--- config.mk ---
export PLATFORM = sky130hd
export DESIGN_NAME = hilo_muldiv
export DESIGN_NICKNAME = d
export VERILOG_FILES = /design/src/rtl/hilo_muldiv_pkg.sv /design/src/rtl/hilo_div_step.sv /design/src/rtl/hilo_muldiv.sv
export SDC_FILE = /design/constraint.sdc
export NUM_CORES = 1
export LEC_CHECK = 0
export ABC_CLOCK_PERIOD_IN_PS = 5300
export BUFFER_PORTS_ARGS = -buffer_cell sky130_fd_sc_hd__buf_2
export CORE_ASPECT_RATIO = 0.5
export CORE_UTILIZATION = 39
export CTS_CLUSTER_DIAMETER = 80
export DETAILED_ROUTE_END_ITERATION = 8
export GPL_TIMING_DRIVEN = 0
export PLACE_DENSITY = 0.68
export SETUP_SLACK_MARGIN = 0.2
export SLEW_MARGIN = 15
export SYNTH_ARGS = -nofsm -noshare
export SYNTH_HDL_FRONTEND = slang
export SYNTH_SLANG_ARGS = --single-unit
--- constraint.sdc ---
create_clock -name clk -period 5.3 [get_ports clk]
set_input_delay 0.265 -clock clk [delete_from_list [all_inputs] [get_ports clk]]
set_output_delay 0.265 -clock clk [all_outputs]
set_load 0.02 [all_outputs]
--- src/rtl/hilo_muldiv_pkg.sv ---
// ============================================================================
// hilo_muldiv_pkg : op codes, FSM states and constants shared by the HI/LO unit
// Rev 1.0
// ============================================================================
`default_nettype none

package hilo_muldiv_pkg;

  localparam int ITER  = 32;
  localparam int CNT_W = $clog2(ITER);

  // Stall request levels seen by the pipeline stall controller
  localparam logic c_STOP    = 1'b1;
  localparam logic c_NO_STOP = 1'b0;

  typedef enum logic [2:0] {
    OP_NONE  = 3'd0,
    OP_MULT  = 3'd1,
    OP_MULTU = 3'd2,
    OP_DIV   = 3'd3,
    OP_DIVU  = 3'd4,
    OP_MTHI  = 3'd5,
    OP_MTLO  = 3'd6
  } op_e;

  typedef enum logic [1:0] {
    ST_IDLE = 2'd0,
    ST_CALC = 2'd1,
    ST_DONE = 2'd2
  } state_e;

  function automatic logic is_iter_op(input op_e o);
    return (o == OP_MULT) || (o == OP_MULTU) || (o == OP_DIV) || (o == OP_DIVU);
  endfunction

endpackage

`default_nettype wire

--- src/rtl/hilo_div_step.sv ---
// ============================================================================
// hilo_div_step : one combinational restoring-division step
// Rev 1.0
// ============================================================================
`default_nettype none

module hilo_div_step (
  input  logic [31:0] rem_i,
  input  logic        bit_i,
  input  logic [31:0] divisor_i,
  output logic [31:0] rem_o,
  output logic        q_o
);

  logic [32:0] part_w;
  logic [32:0] diff_w;

  assign part_w = {rem_i, bit_i};
  assign diff_w = part_w - {1'b0, divisor_i};

  // rem_i < divisor keeps part_w < 2*divisor, so bit 32 of the difference is exactly the borrow
  assign q_o   = ~diff_w[32];
  assign rem_o = q_o ? diff_w[31:0] : part_w[31:0];

endmodule

`default_nettype wire

--- src/rtl/hilo_muldiv.sv ---
// ============================================================================
// hilo_muldiv : EX-stage HI/LO producer, iterative mul/div plus MTHI/MTLO pass-through
// Rev 1.0
// ============================================================================
`default_nettype none

module hilo_muldiv
  import hilo_muldiv_pkg::*;
(
  input  logic        clk,
  input  logic        rst_n,
  input  logic        flush,
  input  logic        ex_hold,
  input  logic        op_valid,
  input  logic [2:0]  op,
  input  logic [31:0] src_a,
  input  logic [31:0] src_b,
  output logic        stallreq,
  output logic        hi_we,
  output logic        lo_we,
  output logic [31:0] hi_out,
  output logic [31:0] lo_out
);

  localparam logic [CNT_W-1:0] c_LAST = CNT_W'(ITER - 1);

  state_e           state_q;
  logic [CNT_W-1:0] cnt_q;
  logic [63:0]      acc_q;
  logic [31:0]      opb_q;
  logic             is_div_q;
  logic             neg_q;
  logic             remneg_q;
  logic [31:0]      res_hi_q;
  logic [31:0]      res_lo_q;

  op_e         op_w;
  logic        go_w, start_w, mthi_w, mtlo_w, done_w;
  logic        signed_w, div_op_w;
  logic [31:0] abs_a_w, abs_b_w;
  logic [32:0] msum_w;
  logic [31:0] drem_w;
  logic        dq_w;
  logic [63:0] acc_d;
  logic [63:0] prod_fix_w;
  logic [31:0] quo_fix_w, rem_fix_w;
  logic [31:0] fin_hi_w, fin_lo_w;

  assign op_w     = op_e'(op);
  assign go_w     = op_valid && !flush && (state_q == ST_IDLE);
  assign start_w  = go_w && is_iter_op(op_w);
  assign mthi_w   = go_w && (op_w == OP_MTHI);
  assign mtlo_w   = go_w && (op_w == OP_MTLO);
  assign done_w   = !flush && (state_q == ST_DONE);

  assign signed_w = (op_w == OP_MULT) || (op_w == OP_DIV);
  assign div_op_w = (op_w == OP_DIV) || (op_w == OP_DIVU);
  assign abs_a_w  = (signed_w && src_a[31]) ? -src_a : src_a;
  assign abs_b_w  = (signed_w && src_b[31]) ? -src_b : src_b;

  // Multiply: multiplier sits in acc[31:0], partial product grows from the top
  assign msum_w = {1'b0, acc_q[63:32]} + {1'b0, (acc_q[0] ? opb_q : 32'd0)};

  hilo_div_step u_div_step (
    .rem_i     (acc_q[63:32]),
    .bit_i     (acc_q[31]),
    .divisor_i (opb_q),
    .rem_o     (drem_w),
    .q_o       (dq_w)
  );

  assign acc_d = is_div_q ? {drem_w, acc_q[30:0], dq_w} : {msum_w, acc_q[31:1]};

  assign prod_fix_w = neg_q    ? -acc_d        : acc_d;
  assign quo_fix_w  = neg_q    ? -acc_d[31:0]  : acc_d[31:0];
  assign rem_fix_w  = remneg_q ? -acc_d[63:32] : acc_d[63:32];
  assign fin_hi_w   = is_div_q ? rem_fix_w : prod_fix_w[63:32];
  assign fin_lo_w   = is_div_q ? quo_fix_w : prod_fix_w[31:0];

  always_ff @(posedge clk or negedge rst_n) begin
    if (!rst_n) begin
      state_q  <= ST_IDLE;
      cnt_q    <= '0;
      acc_q    <= '0;
      opb_q    <= '0;
      is_div_q <= 1'b0;
      neg_q    <= 1'b0;
      remneg_q <= 1'b0;
      res_hi_q <= '0;
      res_lo_q <= '0;
    end else if (flush) begin
      state_q <= ST_IDLE;
      cnt_q   <= '0;
    end else begin
      case (state_q)
        ST_IDLE: begin
          if (start_w) begin
            opb_q    <= abs_b_w;
            is_div_q <= div_op_w;
            neg_q    <= signed_w && (src_a[31] ^ src_b[31]);
            remneg_q <= signed_w && div_op_w && src_a[31];
            cnt_q    <= '0;
            if (div_op_w && (src_b == 32'd0)) begin
              res_hi_q <= src_a;
              res_lo_q <= 32'hFFFF_FFFF;
              state_q  <= ST_DONE;
            end else begin
              acc_q   <= {32'd0, abs_a_w};
              state_q <= ST_CALC;
            end
          end
        end
        ST_CALC: begin
          acc_q <= acc_d;
          cnt_q <= cnt_q + CNT_W'(1);
          if (cnt_q == c_LAST) begin
            res_hi_q <= fin_hi_w;
            res_lo_q <= fin_lo_w;
            cnt_q    <= '0;
            state_q  <= ST_DONE;
          end
        end
        ST_DONE: begin
          if (!ex_hold) begin
            state_q <= ST_IDLE;
          end
        end
        default: state_q <= ST_IDLE;
      endcase
    end
  end

  assign stallreq = ((state_q == ST_CALC) || start_w) ? c_STOP : c_NO_STOP;
  assign hi_we    = done_w || mthi_w;
  assign lo_we    = done_w || mtlo_w;
  assign hi_out   = done_w ? res_hi_q : (mthi_w ? src_a : 32'd0);
  assign lo_out   = done_w ? res_lo_q : (mtlo_w ? src_a : 32'd0);

endmodule

`default_nettype wire

==> reports/metrics.yaml <==
timing:
  final_max_slew_viol_count: 0
  fin_skew_ns: 0.0148
  hold_ws_ns: 0.00865
  max_clock_freq_mhz: 196
  hold_viol_final: 0
  fin_ws_ns: 0.199
  grt_setup_unrepaired: "yes"
  slew_headroom_pct: 23.3
  max_slew.worst_pin.slew_ns: 1.15
  setup_viol: 0
  finalSetupTns_ns: 0
  layout_min_cycle_time_ns: 5.10
  period_share_pct: 96.2
critical_path:
  cp-end-kind: "flip-flop"
  start_kind: "flip-flop"
  worstPathArrival_ns: 5.47
  crit_required_ns: 5.67
  cp_num_buf_inv: 9
  critical_path.max_fanout: 19
  path_delay_family: "buffers and inverters"
  crit_path_top_delay_cell: "mux2_2"
  slowest_delay_ns: 0.41
  path_cells: "buf_2 > buf_6 > buf_4 > buf_4 > buf_6 > buf_6 > buf_6 > mux2_2 > inv_1 > ha_4 > o211a_4 > o21ai_4 > nor3_2 > and2_4 > nand3_4 > nor4_4 > buf_4 > nor2_2 > nor4_4 > a21oi_1 > xor2_1 > o21ai_0 > o21a_1"
  path_class: "flip-flop to flip-flop"
  crit_path_frequent_cell: "buf_6"
synthesis:
  ys_top_cells_by_count: "248 x nand2_1, 194 x a21oi_1, 192 x o21ai_0, 170 x dfrtp_1, 165 x nor2_1"
  syn-instance-count: 2070
  synth_edf_count: 0
  yosys.cell_count.top_type: "nand2_1"
  ys_top_cells_by_area: "dfrtp_1 26%, a21oi_1 6.0%, o21ai_0 6.0%"
  synth_area_leader_cell: "dfrtp_1"
  async_flop_share_pct: 100
  ys_warn_count: 0
  ys.flop_type: "dfrtp_1"
  ys_ff_latch: 170
  syn_area_per_cell_um2: 7.79
  seq_area_frac_synth_pct: 26.4
  synthDistinctLibCells: 107
  syn-cell-area_um2: 16100
  syn_nets: 2214
  synth_top_area_share_pct: 26.4
drt:
  via_count: 17300
  drc: 0
  ant_nets: 0
  routedWlPerCell_um: 23.7
  vias_per_cell: 6.16
  drtIter0Drc: 1735
  firstDrtPassIters: 5
  wirelength_mm: 66.7
floorplanning:
  die_w_um: 290
  io_pins: 139
  num_rows: 52
  initial_utilization_pct: 39.7
  die_area_um2: 42200
  dieHeight_um: 146
  core_area_um2: 40600
clock_network:
  cts_made_buffers: 17
  clock_path_buffers: 2
  tritoncts: "done"
  clock_sinks: 170
  insertion_delay_ns: 0.47
  clock_tree.root_cell: "clkbuf_16"
  h-tree-depth: 4
  clkTransAtPathRegs_ns: 0.07
finish:
  drive_above_1_share_pct: 15.3
  seq_area_um2: 4260
  syn_to_final_growth_pct: 16.5
  num_antenna_cells: 0
  fillerInstances: 4114
  nNetsFinal: 2400
  stdcell_count: 2808
  multiInputGateArea_um2: 11500
power:
  vdd_drop_max_uv: 335
  total_power_mw: 10.8
  leakagePower_nw: 8.17
  power.density_nw_per_um2: 577
placed_design:
  globalplace.congestion: 0.992
  place_hpwl_mm: 50.9
  pre_cts_ws_ns: -2.75
  place_inst: 2739
  port_buffers: 127
run:
  drv_cap: 0
global_routing:
  grt_overflow_total: 0
  grt_util_all_layers_pct: 31.1
  grt_max_degree: 74
  grt_pass1_vias: 16400
  antenna_found_initial: 1
  grt_pass1_wl_mm: 99.6
hold_path:
  hold_path.class: "primary input to flip-flop"
run_status:
  status: "completed"
[through the flow]
step           cell area, um2  utilization [%]
6_report                18800             46.3
2_1_floorplan           16100                -
3_3_place_gp            17400             43.0
3_5_place_dp            17500             43.1
4_1_cts                 18500             45.6
5_1_grt                 18800             46.3
[registers in the layout, indices dropped and copies added (netlist names)]
name	cells
acc_q	64
opb_q	32
res_hi_q	32
res_lo_q	32
cnt_q	5
state_q	2
is_div_q	1
neg_q	1
remneg_q	1
[power by group]
group	leakage, nW	switching, mW	internal, mW
sequential	2.23	0.417	1.55
clock	0.266	0.621	0.679
combinational	5.67	4.78	2.80
total	8.17	5.81	5.02
[path summary, 6_finish.rpt]
kind                              from  slack [ns]  cells after the start           end
max                           is_div_q        0.20                     23  res_hi_q[14]
max in group asynchronous        rst_n        3.99                      4     opb_q[11]
min                            ex_hold       0.009                      3    state_q[1]
min in group asynchronous        rst_n        0.27                      2  res_lo_q[25]
max reg2reg                   is_div_q        0.20                     23  res_hi_q[14]
min reg2reg                res_hi_q[6]        0.49                      2   res_hi_q[6]
[tightest hold or removal path, stage by stage]
cell and delay, ns:
buf_2 0.07, nand2_1 0.05, nand2_1 0.06
[kinds of logic (layout without fill, tap and decap cells)]
family | count (synthesis) | in the layout | synth area share [%]
mux | 43 | 43 | 2.81
simple gates | 719 | 719 | 21.8
flops | 170 | 170 | 26.4
compound gates | 732 | 732 | 30.3
buf+inv | 181 | 379 | 4.80
fa+ha+maj | 72 | 72 | 5.68
xor+xnor | 153 | 153 | 8.31
[final cells by class]
cell class | count | share of cell area [%]
Clock buffer | 21 | 2.45
Timing Repair Buffer | 168 | 5.34
Buffer | 119 | 3.02
Inverter | 61 | 1.22
Clock inverter | 10 | 0.579
Tap cell | 540 | 3.60
Multi-Input combinational cell | 1719 | 61.1
Sequential cell | 170 | 22.7
[placed cells by master (no fill, tap or decap), drive strengths merged, types with 29 or more instances in the layout]
cell type and count:
nor2 168, nand3 29, ha 70, and2 50, mux2i 31, nand2 250, buf 194, xnor2 79
nor3 71, a22o 78, a21oi 197, a31oi 39, dfrtp 170, inv 64, o21ai 202, xor2 74
clkbuf 112
[routing by layer]
| metal | routed length, um | share of wire, % | track usage (%) | up-vias |
|---|---|---|---|---|
| li1 | - | - | - | 7930 |
| met1 | 28200 | 42 | 41.7 | 8356 |
| met2 | 29100 | 44 | 47.3 | 837 |
| met3 | 5980 | 9.0 | 6.61 | 187 |
| met4 | 3380 | 5.1 | 15.4 | 0 |
| met5 | 0 | 0 | 0 | - |
[timing repair]
action	4_1_cts	5_1_grt
buffers inserted	24	14
gates cloned	0	0
resized for setup	58	43
pin swaps	16	5
endpoints found under the setup margin	69	67
hold buffers	1	0
endpoints found under the hold margin	47	0
No activity file was read; power rests on OpenSTA's default activity.
